<file path="config.mk">
export PLATFORM = sky130hd
export DESIGN_NAME = dac_frame_sched
export DESIGN_NICKNAME = d
export VERILOG_FILES = /design/src/rtl/dac_frame_sched_pkg.sv /design/src/rtl/sched_fifo.sv /design/src/rtl/dac_frame_sched.sv
export SDC_FILE = /design/constraint.sdc
export NUM_CORES = 1
export LEC_CHECK = 0
export BUFFER_PORTS_ARGS = -buffer_cell sky130_fd_sc_hd__clkbuf_2
export CAP_MARGIN = 20
export CORE_ASPECT_RATIO = 1.5
export CORE_UTILIZATION = 45
export CTS_CLUSTER_DIAMETER = 120
export DETAILED_ROUTE_END_ITERATION = 10
export SYNTH_ARGS = -nofsm -noshare
export SYNTH_HDL_FRONTEND = slang
export SYNTH_HIERARCHICAL = 1
export SYNTH_SLANG_ARGS = --single-unit
export TNS_END_PERCENT = 5
</file>
<file path="constraint.sdc">
create_clock -name clk -period 10.9 [get_ports clk]
set_input_delay 2.18 -clock clk [delete_from_list [all_inputs] [get_ports clk]]
set_output_delay 2.18 -clock clk [all_outputs]
set_load 0.02 [all_outputs]
</file>
<file path="src/rtl/dac_frame_sched_pkg.sv">
// Shared types and default sizing for the DAC frame scheduler.
// State encodings are 3-bit to leave room for future states.
package dac_frame_sched_pkg;

  localparam int unsigned DEF_DW    = 12;
  localparam int unsigned DEF_DEPTH = 8;
  localparam int unsigned DEF_PW    = 16;
  localparam int unsigned DEF_TMO   = 255;

  typedef enum logic [2:0] {
    ST_IDLE       = 3'd0,
    ST_ARMED      = 3'd1,
    ST_LAUNCH     = 3'd2,
    ST_WAIT_START = 3'd3,
    ST_WAIT_DONE  = 3'd4
  } sched_state_e;

  // Saturating 8-bit increment used by the event counters.
  function automatic logic [7:0] sat_inc8(input logic [7:0] v);
    return (v == 8'hFF) ? v : v + 8'd1;
  endfunction

endpackage

</file>
<file path="src/rtl/sched_fifo.sv">
// Small synchronous show-ahead FIFO holding host DAC words.
// A push while full is dropped; a pop while empty is ignored.
module sched_fifo #(
  parameter int unsigned DW    = 12,
  parameter int unsigned DEPTH = 8
) (
  input  logic                     clk,
  input  logic                     rst,
  input  logic                     push,
  input  logic [DW-1:0]            wr_data,
  input  logic                     pop,
  output logic [DW-1:0]            rd_data_c,
  output logic [$clog2(DEPTH):0]   level,
  output logic                     full_c,
  output logic                     empty_c
);

  localparam int unsigned AW = $clog2(DEPTH);

  logic [DW-1:0] mem [DEPTH];
  logic [AW-1:0] wr_ptr;
  logic [AW-1:0] rd_ptr;
  logic          do_push;
  logic          do_pop;

  assign full_c    = (level == (AW+1)'(DEPTH));
  assign empty_c   = (level == '0);
  assign do_push   = push && !full_c;
  assign do_pop    = pop && !empty_c;
  assign rd_data_c = mem[rd_ptr];

  // Pointers wrap naturally because DEPTH is a power of two.
  always_ff @(posedge clk) begin
    if (!rst) begin
      wr_ptr <= '0;
      rd_ptr <= '0;
      level  <= '0;
    end else begin
      if (do_push) wr_ptr <= wr_ptr + AW'(1);
      if (do_pop)  rd_ptr <= rd_ptr + AW'(1);
      case ({do_push, do_pop})
        2'b10:   level <= level + (AW+1)'(1);
        2'b01:   level <= level - (AW+1)'(1);
        default: level <= level;
      endcase
    end
  end

  always_ff @(posedge clk) begin
    if (do_push) mem[wr_ptr] <= wr_data;
  end

endmodule

</file>
<file path="src/rtl/dac_frame_sched.sv">
// Launches one DAC serial frame per period tick from a word FIFO and
// follows the serializer chip-select to find frame start and end.
module dac_frame_sched
  import dac_frame_sched_pkg::*;
#(
  parameter int unsigned DW    = DEF_DW,
  parameter int unsigned DEPTH = DEF_DEPTH,
  parameter int unsigned PW    = DEF_PW,
  parameter int unsigned TMO   = DEF_TMO
) (
  input  logic                   clk,
  input  logic                   rst,
  input  logic                   run,
  input  logic [PW-1:0]          period,
  input  logic                   wr_valid,
  input  logic [DW-1:0]          wr_data,
  output logic                   wr_ready,
  input  logic                   cs_o,
  output logic                   flag_cs,
  output logic                   we_en,
  output logic [DW-1:0]          dac_word,
  output logic [$clog2(DEPTH):0] fifo_level,
  output logic [7:0]             underrun_cnt,
  output logic [7:0]             overrun_cnt,
  output logic                   timeout_err,
  input  logic                   err_clr
);

  localparam int unsigned TW = $clog2(TMO + 1);

  sched_state_e  state, state_d;
  logic [TW-1:0] wcnt, wcnt_d;
  logic [PW-1:0] tcnt, period_eff, term;
  logic          tick;
  logic          pop;
  logic          fifo_empty;
  logic          fifo_full;
  logic [DW-1:0] fifo_head;
  logic          under_inc;
  logic          over_inc;
  logic          timeout_evt;

  sched_fifo #(.DW(DW), .DEPTH(DEPTH)) u_fifo (
    .clk       (clk),
    .rst       (rst),
    .push      (wr_valid),
    .wr_data   (wr_data),
    .pop       (pop),
    .rd_data_c (fifo_head),
    .level     (fifo_level),
    .full_c    (fifo_full),
    .empty_c   (fifo_empty)
  );

  assign wr_ready = !fifo_full;

  // Period timer: a counter already past a shortened period wraps without a tick.
  assign period_eff = (period == '0) ? PW'(1) : period;
  assign term       = period_eff - PW'(1);
  assign tick       = run && (tcnt == term);

  always_ff @(posedge clk) begin
    if (!rst || !run)      tcnt <= '0;
    else if (tcnt >= term) tcnt <= '0;
    else                   tcnt <= tcnt + PW'(1);
  end

  always_ff @(posedge clk) begin
    if (!rst) begin
      state <= ST_IDLE;
      wcnt  <= '0;
    end else begin
      state <= state_d;
      wcnt  <= wcnt_d;
    end
  end

  // Each wait state allows TMO cycles; the timeout fires on the edge ending the last.
  always_comb begin
    state_d     = state;
    wcnt_d      = wcnt;
    pop         = 1'b0;
    under_inc   = 1'b0;
    over_inc    = 1'b0;
    timeout_evt = 1'b0;
    case (state)
      ST_IDLE: begin
        if (run) state_d = ST_ARMED;
      end
      ST_ARMED: begin
        if (!run) begin
          state_d = ST_IDLE;
        end else if (tick) begin
          if (!fifo_empty) begin
            pop     = 1'b1;
            state_d = ST_LAUNCH;
          end else begin
            under_inc = 1'b1;
          end
        end
      end
      ST_LAUNCH: begin
        over_inc = tick;
        wcnt_d   = '0;
        state_d  = ST_WAIT_START;
      end
      ST_WAIT_START: begin
        over_inc = tick;
        if (!cs_o) begin
          wcnt_d  = '0;
          state_d = ST_WAIT_DONE;
        end else if (wcnt == TW'(TMO - 1)) begin
          timeout_evt = 1'b1;
          state_d     = ST_ARMED;
        end else begin
          wcnt_d = wcnt + TW'(1);
        end
      end
      ST_WAIT_DONE: begin
        over_inc = tick;
        if (cs_o) begin
          state_d = run ? ST_ARMED : ST_IDLE;
        end else if (wcnt == TW'(TMO - 1)) begin
          timeout_evt = 1'b1;
          state_d     = ST_ARMED;
        end else begin
          wcnt_d = wcnt + TW'(1);
        end
      end
      default: state_d = ST_IDLE;
    endcase
  end

  // Launch strobes and the held frame word; a pop is exactly the entry into LAUNCH.
  always_ff @(posedge clk) begin
    if (!rst) begin
      flag_cs  <= 1'b0;
      we_en    <= 1'b0;
      dac_word <= '0;
    end else begin
      flag_cs <= pop;
      we_en   <= pop;
      if (pop) dac_word <= fifo_head;
    end
  end

  // Error reporting; a clear always wins over a same-cycle event.
  always_ff @(posedge clk) begin
    if (!rst || err_clr) begin
      underrun_cnt <= '0;
      overrun_cnt  <= '0;
      timeout_err  <= 1'b0;
    end else begin
      if (under_inc)   underrun_cnt <= sat_inc8(underrun_cnt);
      if (over_inc)    overrun_cnt  <= sat_inc8(overrun_cnt);
      if (timeout_evt) timeout_err  <= 1'b1;
    end
  end

endmodule

</file>
==> flow_summary.json <==
{
  "status": "finished, final reports clean",
  "ir_drop_mv": 0.130,
  "post-cts-setup-buffer-count": 0,
  "holdPathEnd": "timeout_err",
  "grt_pass1_wl_um": 25700,
  "leakagePower_nw": 3.13,
  "drtAntennaViolNets": 0,
  "rr_worst_depth": 13,
  "clk_latency_ns": 0.42,
  "ys_seq_area_frac": 0.554,
  "antenna_found_initial": 0,
  "synth-edff-count": 96,
  "design.die.area_um2": 17700,
  "row_count": 58,
  "synth_area_um2": 7740,
  "hold_depth": 1,
  "clockRootBuffer": "clkbuf_16",
  "rsz0062_at_grt": "false",
  "path_class": "primary input to flip-flop",
  "coreArea_um2": 16800,
  "numCtsBuffers": 17,
  "cts_tree": "built",
  "yosys-top-cells-area": "edfxtp_1, dfxtp_1, mux4_1",
  "drive_above_1_share": 0.205,
  "grt_max_degree": 39,
  "setup_tns_ns": 0,
  "drt_pass1_iterations": 5,
  "synth_cells": 615,
  "fin_nets": 751,
  "tightestPinTransition_ns": 1.06,
  "fillers": 1412,
  "crit_required_ns": 11.25,
  "skew_ns": 0.00908,
  "worst_hold_slack_ns": 0.465,
  "post-synth-top-area-cell": "edfxtp_1",
  "ios": 70,
  "avgSynthCellArea_um2": 12.6,
  "period_share": 0.676,
  "synthFlopType": "edfxtp_1",
  "synth_most_common_cell": "edfxtp_1",
  "ys_async_sr_fraction": 0,
  "die_w_um": 109,
  "setup_viol": 0,
  "clock.fmax_mhz": 136,
  "synthTopCellsByCount": "edfxtp_1, dfxtp_1, a21oi_1, nor3_1, nand3_1",
  "clk_path_buf_depth": 2,
  "dieHeight_um": 163,
  "grt_usage": 0.193,
  "avgViaCountPerCell": 5.85,
  "grt_pass1_vias": 5179,
  "cp.arrival_ns": 7.72,
  "synth_fp_nets": 676,
  "cts_num_sinks": 166,
  "hold_viol_final": 0,
  "cp-start-kind": "primary input",
  "area_delta_synth_final_pct": 15.2,
  "cts_resized": 0,
  "final_max_slew_viol_count": 0,
  "synth_warnings": 6,
  "maxCapViolCount": 0,
  "min_period_ns": 7.37,
  "drt-total-wl_um": 16400,
  "place_hpwl_um": 11100,
  "path_clk_slew_ns": 0.06,
  "hold_class": "flip-flop to flip-flop",
  "ys_ff_latch": 166,
  "synth_cell_types": 65,
  "initial_core_util": 0.462,
  "io_buffer_count": 69,
  "wl_per_cell_um": 17.9,
  "r2r_start": "tcnt[13]",
  "path_max_fanout": 38,
  "h-tree-depth": 4,
  "final_util": 0.531,
  "end_kind": "flip-flop",
  "post-route-drc-count": 0,
  "ctsHoldBuffers": 0,
  "drt_iter0_drc": 310,
  "vias": 5343,
  "place.gp.congestion": 0.833,
  "powerDensity_nw_per_um2": 151,
  "slew_headroom": 0.295,
  "min_from": "timeout_err",
  "overflow": 0,
  "yosys.area.top_type_share": 0.373,
  "rrSetupSlack_ns": 7.40,
  "n_antenna_cell": 0,
  "r2r-end": "u_fifo/level[2]"
}
==> registers in the layout, indices dropped and copies added, names as in the netlist, named ones only <==
register and cells:
we_en 1, underrun_cnt 8, wcnt 8, tcnt 16
u_fifo/rd_ptr 3, state 3, u_fifo/mem 96, u_fifo/level 4
timeout_err 1, u_fifo/wr_ptr 3, dac_word 12, overrun_cnt 8
==> worst max-delay path, cell delays in order <==
cell      delay [ns]
clkbuf_2        0.12
or4_1           0.61
nor4_2          0.36
nor4b_1         0.49
nor2_1          0.13
ha_1            0.25
nor3b_1         0.18
nand3_1         0.12
nor3_1          0.08
xnor2_1         0.13
ha_1            0.32
nand4_2         0.17
or4_4           0.78
nor2_1          0.17
nand2b_1        0.08
inv_1           0.16
ha_1            0.28
xor2_1          0.21
ha_1            0.19
a21oi_1         0.06
xor2_1          0.17
or3_1           0.31
a21boi_0        0.15
==> cell families (layout without fill, tap and decap cells) <==
family | count (synthesis) | count (layout) | synth area share
AO/OA/AOI/OAI | 113 | 113 | 0.0949
XOR/XNOR | 31 | 31 | 0.0351
adder cells (fa/ha/maj) | 27 | 27 | 0.0437
buffers and inverters | 41 | 129 | 0.0247
flip-flops | 166 | 166 | 0.554
multiplexers | 40 | 40 | 0.104
AND/OR/NAND/NOR | 197 | 197 | 0.144
==> power breakdown <==
| part | total, mW | leakage [nW] | internal, mW | switching [mW] |
|---|---|---|---|---|
| Combinational | 0.0657 | 1.40 | 0.0258 | 0.0400 |
| Sequential | 0.677 | 1.44 | 0.672 | 0.00567 |
| Clock | 0.598 | 0.287 | 0.345 | 0.254 |
==> placed cells by master, fill, tap and decap left out, types with 3 or more instances in the layout <==
cell / n
edfxtp_1: 96
dfxtp_1: 70
clkbuf_2: 69
a21oi_1: 36
nor3_1: 34
nand3_1: 32
ha_1: 27
xnor2_1: 23
mux4_1: 23
nor2_1: 22
o21ai_0: 22
nand2_1: 21
clkbuf_16: 17
inv_1: 15
nand4_1: 14
buf_4: 13
mux2_2: 12
or4_1: 10
nand2b_1: 9
nor4_1: 9
o31ai_1: 9
xor2_1: 8
and2_1: 7
nor2b_1: 6
or2_2: 5
o21a_1: 5
and3_1: 5
or3_1: 5
a31oi_1: 5
a21o_1: 4
mux2i_1: 4
a21boi_0: 4
a211oi_1: 3
o32ai_1: 3
a41oi_1: 3
clkinv_4: 3
inv_8: 3
inv_6: 3
==> metal layers <==
| layer | vias up | track usage | wire length, um |
|---|---|---|---|
| met5 | - | 0 | 0 |
| met4 | 0 | 0.0737 | 292 |
| met3 | 18 | 0.0388 | 644 |
| met2 | 151 | 0.351 | 8650 |
| met1 | 2604 | 0.216 | 6770 |
| li1 | 2570 | - | - |
==> stage by stage <==
| step | setup WS, ns | power [mW] | area [um^2] | instances |
|---|---|---|---|---|
| floorplan | 3.87 | 0.729 | 7740 | 615 |
| global placement | 3.40 | 0.754 | 8310 | 880 |
| detailed placement | 3.04 | 0.757 | 8310 | 880 |
| CTS | 3.50 | 1.35 | 8900 | 912 |
| global route | 3.14 | 1.38 | 8910 | 913 |
| finish | 3.53 | 1.34 | 8910 | 913 |
==> worst max path at each step <==
stage	start	endpoint	cells after the start
final	period[9]	u_fifo/level[2]	23
after global routing	period[9]	u_fifo/level[2]	23
after CTS	period[9]	u_fifo/level[2]	23
after detailed placement	period[9]	u_fifo/level[2]	23
after global placement	period[9]	u_fifo/level[2]	23
after floorplan	period[9]	u_fifo/level[2]	24
==> area by class of cell <==
class                           instances  area, um^2  share of cell area
Multi-Input combinational cell        408        3270               0.367
Timing Repair Buffer                   82         443              0.0497
Tap cell                              210         263              0.0295
Clock inverter                         14         166              0.0187
Inverter                               15        56.3             0.00632
Sequential cell                       166        4280               0.481
Clock buffer                           18         429              0.0482
Power figures use the tool's default switching activity.
